[src/rtl/pipe_ctrl.sv]
// RV32I IF/ID/EX pipeline sequencer: load-use stalls, jump flushes, bus holds.
// Optional PIPE_PERF_CNT_EN adds stall/flush performance counters.
module pipe_ctrl #(
    parameter int unsigned FLUSH_LEN = 1,
    parameter int unsigned LOAD_LAT  = 1,
    parameter int unsigned CNT_W     = 32
) (
    input  logic             clk,
    input  logic             rst_n,
    input  logic [4:0]       id_rs1_addr_i,
    input  logic [4:0]       id_rs2_addr_i,
    input  logic [4:0]       ex_rd_addr_i,
    input  logic             ex_reg_wen_i,
    input  logic             ex_is_load_i,
    input  logic             ex_jump_en_i,
    input  logic [31:0]      ex_jump_addr_i,
    input  logic             hold_req_i,
    output logic             hold_ack_o,
    output logic             jump_en_o,
    output logic [31:0]      jump_addr_o,
    output logic             pc_hold_o,
    output logic             if_id_hold_o,
    output logic             id_ex_hold_o,
    output logic             if_id_flush_o,
    output logic             id_ex_flush_o,
    output logic [CNT_W-1:0] stall_cnt_o,
    output logic [CNT_W-1:0] flush_cnt_o
);

    typedef enum logic [1:0] {
        RUN      = 2'd0,
        LU_STALL = 2'd1,
        FLUSH    = 2'd2,
        HOLD     = 2'd3
    } state_t;

    localparam logic [3:0] FCNT_INIT = 4'(FLUSH_LEN - 1);
    localparam logic [3:0] SCNT_INIT = 4'(LOAD_LAT - 1);
    localparam bit         FLUSH_MC  = (FLUSH_LEN > 1);
    localparam bit         STALL_MC  = (LOAD_LAT > 1);

    state_t     state_q, state_d;
    logic [3:0] fcnt_q, fcnt_d;
    logic [3:0] scnt_q, scnt_d;
    logic       hold_ack_q, hold_ack_d;

    logic lu_hit;
    logic do_hold;
    logic do_jump;
    logic do_stall;
    logic do_flush;

    assign lu_hit = ex_is_load_i & ex_reg_wen_i
                  & (ex_rd_addr_i != 5'd0)
                  & ((ex_rd_addr_i == id_rs1_addr_i)
                   | (ex_rd_addr_i == id_rs2_addr_i));

    // Priority hold > jump > load-use; HOLD behaves like RUN once released.
    always_comb begin
        state_d  = state_q;
        fcnt_d   = fcnt_q;
        scnt_d   = scnt_q;
        do_hold  = 1'b0;
        do_jump  = 1'b0;
        do_stall = 1'b0;
        do_flush = 1'b0;
        if (hold_req_i) begin
            do_hold = 1'b1;
            state_d = HOLD;
        end else if (ex_jump_en_i) begin
            do_jump  = 1'b1;
            do_flush = 1'b1;
            fcnt_d   = FCNT_INIT;
            state_d  = FLUSH_MC ? FLUSH : RUN;
        end else begin
            unique case (state_q)
                FLUSH: begin
                    do_flush = 1'b1;
                    if (fcnt_q <= 4'd1) begin
                        state_d = RUN;
                    end else begin
                        fcnt_d = fcnt_q - 4'd1;
                    end
                end
                LU_STALL: begin
                    do_stall = 1'b1;
                    if (scnt_q <= 4'd1) begin
                        state_d = RUN;
                    end else begin
                        scnt_d = scnt_q - 4'd1;
                    end
                end
                default: begin
                    state_d = RUN;
                    if (lu_hit) begin
                        do_stall = 1'b1;
                        scnt_d   = SCNT_INIT;
                        state_d  = STALL_MC ? LU_STALL : RUN;
                    end
                end
            endcase
        end
        hold_ack_d = (state_d == HOLD);
    end

    always_ff @(posedge clk or negedge rst_n) begin
        if (!rst_n) begin
            state_q    <= RUN;
            fcnt_q     <= 4'd0;
            scnt_q     <= 4'd0;
            hold_ack_q <= 1'b0;
        end else begin
            state_q    <= state_d;
            fcnt_q     <= fcnt_d;
            scnt_q     <= scnt_d;
            hold_ack_q <= hold_ack_d;
        end
    end

    assign hold_ack_o    = hold_ack_q;
    assign jump_en_o     = rst_n & do_jump;
    assign jump_addr_o   = jump_en_o ? ex_jump_addr_i : 32'd0;
    assign pc_hold_o     = rst_n & (do_hold | do_stall);
    assign if_id_hold_o  = rst_n & (do_hold | do_stall);
    assign id_ex_hold_o  = rst_n & do_hold;
    assign if_id_flush_o = rst_n & do_flush;
    assign id_ex_flush_o = rst_n & (do_flush | do_stall);

`ifdef PIPE_PERF_CNT_EN
    logic [CNT_W-1:0] stall_cnt_q, stall_cnt_d;
    logic [CNT_W-1:0] flush_cnt_q, flush_cnt_d;

    always_comb begin
        stall_cnt_d = stall_cnt_q + {{(CNT_W-1){1'b0}}, pc_hold_o};
        flush_cnt_d = flush_cnt_q + {{(CNT_W-1){1'b0}}, jump_en_o};
    end

    always_ff @(posedge clk or negedge rst_n) begin
        if (!rst_n) begin
            stall_cnt_q <= '0;
            flush_cnt_q <= '0;
        end else begin
            stall_cnt_q <= stall_cnt_d;
            flush_cnt_q <= flush_cnt_d;
        end
    end

    assign stall_cnt_o = stall_cnt_q;
    assign flush_cnt_o = flush_cnt_q;
`else
    assign stall_cnt_o = '0;
    assign flush_cnt_o = '0;
`endif

endmodule
[config.mk]
export PLATFORM = sky130hd
export DESIGN_NAME = pipe_ctrl
export DESIGN_NICKNAME = d
export VERILOG_FILES = /design/src/rtl/pipe_ctrl.sv
export SDC_FILE = /design/constraint.sdc
export NUM_CORES = 1
export LEC_CHECK = 0
export BUFFER_PORTS_ARGS = -buffer_cell sky130_fd_sc_hd__buf_2
export CAP_MARGIN = 30
export CORE_MARGIN = 2
export CORE_UTILIZATION = 33
export DETAILED_ROUTE_END_ITERATION = 7
export GPL_TIMING_DRIVEN = 0
export PLACE_DENSITY = 0.78
export RECOVER_POWER = 25
export SLEW_MARGIN = 15
export SYNTH_ARGS = -nofsm -noshare
export SYNTH_HDL_FRONTEND = slang
export SYNTH_SLANG_ARGS = --single-unit
[constraint.sdc]
create_clock -name clk -period 1.6 [get_ports clk]
set_clock_uncertainty 0.05 [all_clocks]
set_input_delay 0.24 -clock clk [delete_from_list [all_inputs] [get_ports clk]]
set_output_delay 0.24 -clock clk [all_outputs]
set_load 0.02 [all_outputs]
* Word-level counts from Yosys, hierarchy flattened
Index checks and enable logic that the tools add are counted.
Cells by class: add/subtract/negate cells 2, magnitude comparators 2, eq/ne operators 7, multiplexer cells 22, bitwise gates (word level) 14, reduce and logical (&&, ||, !) cells 5
Operators by type and width (number):
- 2-to-1 mux 32 bit | 1
- 2-to-1 mux 4 bit | 5
- == test 5 bit | 2
- 2-to-1 mux 1 bit | 9
- bitwise AND 1 bit | 8
- less-or-equal comparator 4 x 1 -> 1 bit (second input constant) | 2
- 2-to-1 mux 2 bit | 4
- case mux 4 bit (2 select lines) | 1
- subtractor 4 x 1 -> 4 bit (second input constant) | 2
- AND reduction 5 bit | 1
- nonzero test 5 bit | 1
- == test 2 bit (second input constant) | 2
- != test 2 bit (second input constant) | 2
- case mux 2 bit (2 select lines) | 1
- nonzero test 2 bit | 2
- NOT 1 bit | 3
- bitwise OR 1 bit | 3
- AND reduction 3 bit | 1
- == test 2 x 1 -> 1 bit (second input constant) | 1
- case mux 1 bit (2 select lines) | 1
Storage, ports and cells: flip-flop bits (word level) 11, input port bits 53

* Logic depth before layout (Yosys ltp)
Gate-level depths: netlist (run 1).
word-level depth 9, mapped depth 8, depth with buffers taken out 7

* Worst setup path after synthesis (run 1)
Ideal clock, no wire load.
kind flip-flop to output port, start register state_q[1], end output port pc_hold_o, arrival time 1673 ps, data required time 1310 ps, setup slack -363 ps, stages on the path, launching flop included 9, buffers on the path 2, cells stage by stage dfrtp_1 inv_1 ha_1 clkbuf_1 inv_1 nor2_1 a31oi_1 o21bai_1 buf_4
Between the ends: word-level cells in the longest chain between the ends 6, elaborated cells between the ends (all ways) 7
RTL lines:
- start, declared | RTL line 42 | state_t state_q, state_d;
- start signal, assigned | RTL line 113 | state_q <= state_d;
- == test 2 x 1 -> 1 bit / == test 2 bit (equally long branches) | RTL line 76 | unique case (state_q)
- case mux 1 bit (2 select lines) * | RTL line 76
- 2-to-1 mux 1 bit * | RTL line 70 | end else if (ex_jump_en_i) begin
- 2-to-1 mux 1 bit * | RTL line 67 | if (hold_req_i) begin
- bitwise OR 1 bit *
- bitwise AND 1 bit *
- end, declared | RTL line 21 | output logic pc_hold_o,
Mark *: on every way between the ends. The rest lies on a longest branch, timed or not.

* Final worst setup path (run 1)
start register state_q[0], end output port pc_hold_o
Between the ends: word-level cells in the longest chain between the ends 6, elaborated cells between the ends (all ways) 7
RTL lines:
- == test 2 x 1 -> 1 bit / == test 2 bit (equally long branches) | RTL line 76
- case mux 1 bit (2 select lines) * | RTL line 76
- 2-to-1 mux 1 bit * | RTL line 70
- 2-to-1 mux 1 bit * | RTL line 67
- bitwise OR 1 bit * | RTL line 123 | assign pc_hold_o = rst_n & (do_hold | do_stall);
- bitwise AND 1 bit * | RTL line 123
Marks and branches as above.

==> flow_summary.yaml, run 1 <==
cells_and_area:
  drive_above_1_share: 0.553
  nFillCells: 417
  fin_util: 0.584
  antennaDiodeCount: 0
  syn_to_final_growth_pct: 73.0
  fin_area_sq_mm: 0.00270
  nNetsFinal: 436
power_and_ir_drop:
  total_power_uw: 1670
  leakagePower_uw: 0.00155
  intPower_uw: 974
  p_sw_frac: 0.418
  vdd_drop_max_mv: 0.296
  switchingPower_uw: 699
  seqPwrFrac: 0.242
  power.density_mw_per_mm2: 619
  clockPowerShare: 0.178
  combPwrFrac: 0.580
outcome:
  status: "complete, but fails checks"
  violations: "setup timing"
cts:
  clk_pin_slew_ps: 50
  cts_tree: "built"
  h-tree-depth: 1
  clock_path_buffers: 2
  clk_latency_ps: 250
  clock-sinks: 11
  cts_buffers: 3
  root_buffer: "clkbuf_8"
route:
  postRouteAntennaNets: 0
  wl_per_cell_um: 10.5
  drtIter0Drc: 81
  vias: 1713
  drc: 0
  wirelength_mm: 4.50
  firstDrtPassIters: 4
  viasPerCell: 3.98
critical_path:
  r2r_setup_slack_ps: -100
  critical_path_arrival_ps: 1640
  worst-path-max-fanout: 3
  worstPathRequired_ps: 1310
  crit_type: "reg2out"
  end_kind: "output port"
  cp-start-kind: "flip-flop"
job:
  cap_violations: 0
synthesis:
  synth-main-ff-cell: "dfrtp_1"
  ys_ff_latch: 11
  syn-cell-area_sq_mm: 0.00156
  avgSynthCellArea_sq_um: 7.59
  synth_seq_area_share: 0.176
  syn_inst: 206
  async_reset_ff_frac: 1.00
  synth_edf_count: 0
  yosysUniqueCellTypes: 30
  yosys_warnings: 0
placement:
  placed_area_sq_mm: 0.00235
  dp_hpwl_mm: 3.34
  io_buffers: 90
  post-place-ws_ps: -460
  gp_congestion: 0.855
global_route:
  grt_max_degree: 12
  track_usage: 0.149
  grt_overflow: 0
  grt_pass1_wl_mm: 6.33
  antenna_found_initial: 0
  grt_pass1_vias: 1425
timing:
  slew_violations: 0
  setup_viol: 8
  maxSlewHeadroom: 0.640
  grt_setup_unrepaired: "yes"
  fmax_mhz: 518
  tightestPinTransition_ps: 539
  setup_ws_ps: -332
  final.min_clock_period_ps: 1930
  final-hold-violation-count: 0
  finalCritPeriodShare: 1.21
  whs_ps: 314
floorplan:
  num_rows: 25
  die-height_um: 72.8
  io_pins: 156
  coreArea_sq_mm: 0.00463
  die_w_um: 72.8
  dieArea_sq_mm: 0.00530
  start_util: 0.338
hold_path:
  hold_class: "in2reg"
-- logic make-up (layout without fill, tap and decap cells) --
group,count (synthesis),after routing,synth area share
muxes,2,2,0.0128
and+or+nand+nor,68,68,0.241
other,1,64,0.00240
xor gates and xnor gates,10,10,0.0560
AOI/OAI and AO/OA,29,29,0.118
buffers and inverters,79,186,0.346
DFF,11,11,0.176
adders and majority gates,6,6,0.0480
-- placed cells by master (no fill, tap or decap), types with 4 or more instances in the layout --
cell type  netlist  final
and2_1          33     33
ha_4             0      5
buf_4           65     80
nor2_4           0      4
a21oi_1          6      6
buf_2            0     83
nand2_1         12     11
inv_2            0      7
conb_1           1     64
xnor2_1         10     10
dfrtp_1         11      8
buf_6            0      6
o21ai_0          7      6
clkbuf_1         6      4
-- power by group through the flow --
stage | registers (uW) | clock network (uW) | logic, uW
after global routing | 411 | 316 | 1050
after floorplan | 388 | 0 | 546
after detailed placement | 401 | 0 | 697
after CTS | 396 | 299 | 922
after global placement | 396 | 0 | 682
final | 405 | 297 | 971
-- cells in the mapped netlist (2+ instances only) --
| library cell | n | area (sq um) |
|---|---|---|
| or3_1 | 3 | 18.8 |
| nor4_1 | 2 | 12.5 |
| xnor2_1 | 10 | 87.6 |
| clkbuf_1 | 6 | 22.5 |
| buf_4 | 65 | 488 |
| inv_1 | 8 | 30.0 |
| nor3_1 | 4 | 20.0 |
| a21o_1 | 2 | 15.0 |
| a21oi_1 | 6 | 30.0 |
| a22oi_1 | 2 | 15.0 |
| dfrtp_1 | 11 | 275 |
| o21ai_0 | 7 | 35.0 |
| nand2_1 | 12 | 45.0 |
| and2_1 | 33 | 206 |
| nand2b_1 | 2 | 12.5 |
| nor2_1 | 7 | 26.3 |
| nand3_1 | 2 | 10.0 |
| o31ai_1 | 4 | 30.0 |
| mux2i_1 | 2 | 20.0 |
| o22ai_1 | 3 | 18.8 |
| ha_1 | 6 | 75.1 |
-- final cells by class --
type                            instances  area [sq um]  area share
Timing Repair Buffer                  104           587       0.217
Sequential cell                        11           279       0.103
Buffer                                 70           523       0.193
Clock buffer                            4          45.0      0.0167
Multi-Input combinational cell        179          1170       0.434
Tap cell                               54          67.6      0.0250
Inverter                                8          30.0      0.0111
-- critical path, cell delays in order (launching register included) --
cell and delay (ps):
dfrtp_1 430, inv_2 70, ha_4 310, nor2_4 40, a31oi_4 210, o21bai_4 90, buf_6 120, buf_6 120
-- through the flow --
| step | instances | TNS, ps |
|---|---|---|
| finish | 430 | -1210 |
| global route | 430 | -1790 |
| CTS | 427 | -847 |
| detailed placement | 413 | -9630 |
| global placement | 413 | -7730 |
| floorplan | 269 | -103 |
-- final timing paths --
| kind | start | endpoint | cells after the start |
|---|---|---|---|
| worst min register to register | fcnt_q[3] | fcnt_q[3] | 2 |
| worst max register to register | state_q[0] | scnt_q[2] | 6 |
| worst min-delay path | ex_jump_en_i | fcnt_q[3] | 2 |
| max in group asynchronous | rst_n | fcnt_q[0] | 2 |
| min in group asynchronous | rst_n | scnt_q[1] | 2 |
| worst max-delay path | state_q[0] | pc_hold_o | 7 |
-- layer usage --
layer,vias up,track usage,routed length [um]
met2,86,0.269,2380
met4,0,0.0514,34
met1,744,0.184,1800
met3,3,0.0138,286
met5,-,0,0
li1,880,-,-
-- sequential cells by signal, summed over array words and instances, names as in the netlist --
register and count:
hold_ack_o 1, scnt_q 4, fcnt_q 4, state_q 2
-- what timing repair did --
item	CTS	global route
gates resized for setup	38	23
setup buffers	10	3
pin swaps	6	9
endpoints found under the hold margin	11	0
hold buffers	1	0
setup endpoints to repair	44	42
(Power assumes the default switching activity.)
==> run 2: changes to the inputs <==
--- a/config.mk
+++ b/config.mk
@@ -11,7 +11,7 @@
 export CORE_UTILIZATION = 33
 export DETAILED_ROUTE_END_ITERATION = 7
 export GPL_TIMING_DRIVEN = 0
-export PLACE_DENSITY = 0.78
+export PLACE_DENSITY = 0.85
 export RECOVER_POWER = 25
 export SLEW_MARGIN = 15
 export SYNTH_ARGS = -nofsm -noshare
==> run 2 against run 1 <==
Net effect: hold slack got worse by 6.9 ps; die area did not move; total power increased by 1.2%; non-clock buffer count grew 6; the run still ends with setup timing left.
==> flow_summary.yaml, run 2 (synthesis results as in run 1) <==
global_route:
  grt_pass1_vias: 1568
  grt_overflow: 0
  grt_max_degree: 12
  track_usage: 0.159
  grt_pass1_wl_mm: 6.67
  antenna_found_initial: 0
cts:
  cts_buffers: 3
  clock_path_buffers: 2
  root_buffer: "clkbuf_8"
  clock-sinks: 11
  clk_pin_slew_ps: 50
  h-tree-depth: 1
  cts_tree: "built"
  clk_latency_ps: 240
cells_and_area:
  nNetsFinal: 442
  antennaDiodeCount: 0
  final_cells: 436
  reg_top3: "fcnt_q: 4 flops, scnt_q: 4 flops, state_q: 2 flops"
  drive_above_1_share: 0.576
  seqCellArea_sq_um: 280
  syn_to_final_growth_pct: 80.4
  nFillCells: 402
  multi_input_area_sq_mm: 0.00122
  most-common-layout-cells: "buf_2 (83), buf_4 (83), conb_1 (64), and2_1 (33), nand2_1 (11)"
critical_path:
  critical_path_arrival_ps: 1600
  worst-path-max-fanout: 4
  cp_cell_sequence: "inv_2 -> ha_4 -> nor2_4 -> a31oi_4 -> o21bai_4 -> buf_6 -> buf_6"
  cpMaxStageDelayCell: "dfrtp_2"
  cpPeakStageDelay_ps: 410
  crit_type: "reg2out"
  cp-start-kind: "flip-flop"
  crit_path_frequent_cell: "buf_6"
  worstPathRequired_ps: 1310
  end_kind: "output port"
floorplan:
  start_util: 0.338
  coreArea_sq_mm: 0.00463
  num_rows: 25
  io_pins: 156
  die_w_um: 72.8
  dieArea_sq_mm: 0.00530
  die-height_um: 72.8
placement:
  dp_hpwl_mm: 3.40
  gp_congestion: 0.764
  post-place-ws_ps: -432
  place_inst: 413
  io_buffers: 90
timing:
  final-hold-violation-count: 0
  grt_setup_unrepaired: "yes"
  fmax_mhz: 530
  finalSetupTns_ps: -810
  finalCritPeriodShare: 1.18
  slew_violations: 0
  maxSlewHeadroom: 0.654
  setup_ws_ps: -285
  final.min_clock_period_ps: 1890
  setup_viol: 6
  tightestPinTransition_ps: 517
route:
  drtIter0Drc: 77
  drc: 0
  viasPerCell: 4.00
  wl_per_cell_um: 11.1
  firstDrtPassIters: 4
  postRouteAntennaNets: 0
  wirelength_mm: 4.83
  vias: 1746
power_and_ir_drop:
  seqPwrFrac: 0.242
  vdd_drop_max_mv: 0.325
  clockPowerShare: 0.167
  power.density_mw_per_mm2: 601
  p_sw_frac: 0.419
  leakagePower_uw: 0.00160
  switchingPower_uw: 710
  intPower_uw: 984
  combPwrFrac: 0.591
hold_path:
  hold_class: "in2reg"
outcome:
  status: "complete, but fails checks"
  violations: "setup timing"
job:
  cap_violations: 0
run 2: cell count changes in the layout (fill, tap and decap cells not counted), moves of 2 or more:
cell,delta
o21ai_1,+2
buf_4,+3
o21ai_0,-2
buf_6,+4
run 2: power by group through the flow:
stage,sequential [uW],clock (uW),combinational [uW]
3_3_place_gp,395,0,679
6_report,410,283,1000
3_5_place_dp,400,0,698
2_1_floorplan,388,0,546
4_1_cts,397,283,913
5_1_grt,421,303,1080
run 2: final timing paths:
check,start,end,slack [ps],depth (start not counted)
worst max-delay path,state_q[0],pc_hold_o,-290,7
worst min-delay path,ex_jump_en_i,fcnt_q[0],310,2
worst max register to register,scnt_q[1],hold_ack_o,-80,7
worst min register to register,state_q[1],state_q[1],520,1
max in group asynchronous,rst_n,fcnt_q[0],450,2
min in group asynchronous,rst_n,scnt_q[1],670,2
run 2: area by class of cell:
type                    instances  area share
plain buffers                  70       0.190
inverters                       8      0.0107
clock buffers                   4      0.0160
well taps                      54      0.0240
multi-input cells             179       0.434
flip-flops and latches         11      0.0994
repair buffers                110       0.226
run 2: per-stage QoR:
stage	util	cell area, sq um	hold WS [ps]	total power, uW
final	0.609	2820	307	1690
after global routing	0.609	2820	325	1800
after CTS	0.575	2660	282	1590
after detailed placement	0.508	2350	91.4	1100
after global placement	0.508	2350	87.9	1070
after floorplan	-	1830	-106	934
run 2: worst max-delay path, delay by kind of cell, from the launching register on:
family	cells	cell delay [ps]
adder cells (fa/ha/maj)	1	310
AO/OA/AOI/OAI	2	300
buffers and inverters	3	290
flip-flops	1	410
AND/OR/NAND/NOR	1	50
run 2: routing by layer:
layer / GRT usage / wire (um)
met5: 0 / 0
met4: 0.0535 / 78
met3: 0.0193 / 335
met2: 0.303 / 2630
met1: 0.179 / 1780
run 2: timing repair:
item	4_1_cts	5_1_grt
gates cloned	0	3
hold buffers	1	0
hold endpoints to repair	11	0
pin swaps	10	7
gates resized for setup	43	34
buffers inserted	12	4
setup endpoints to repair	44	42
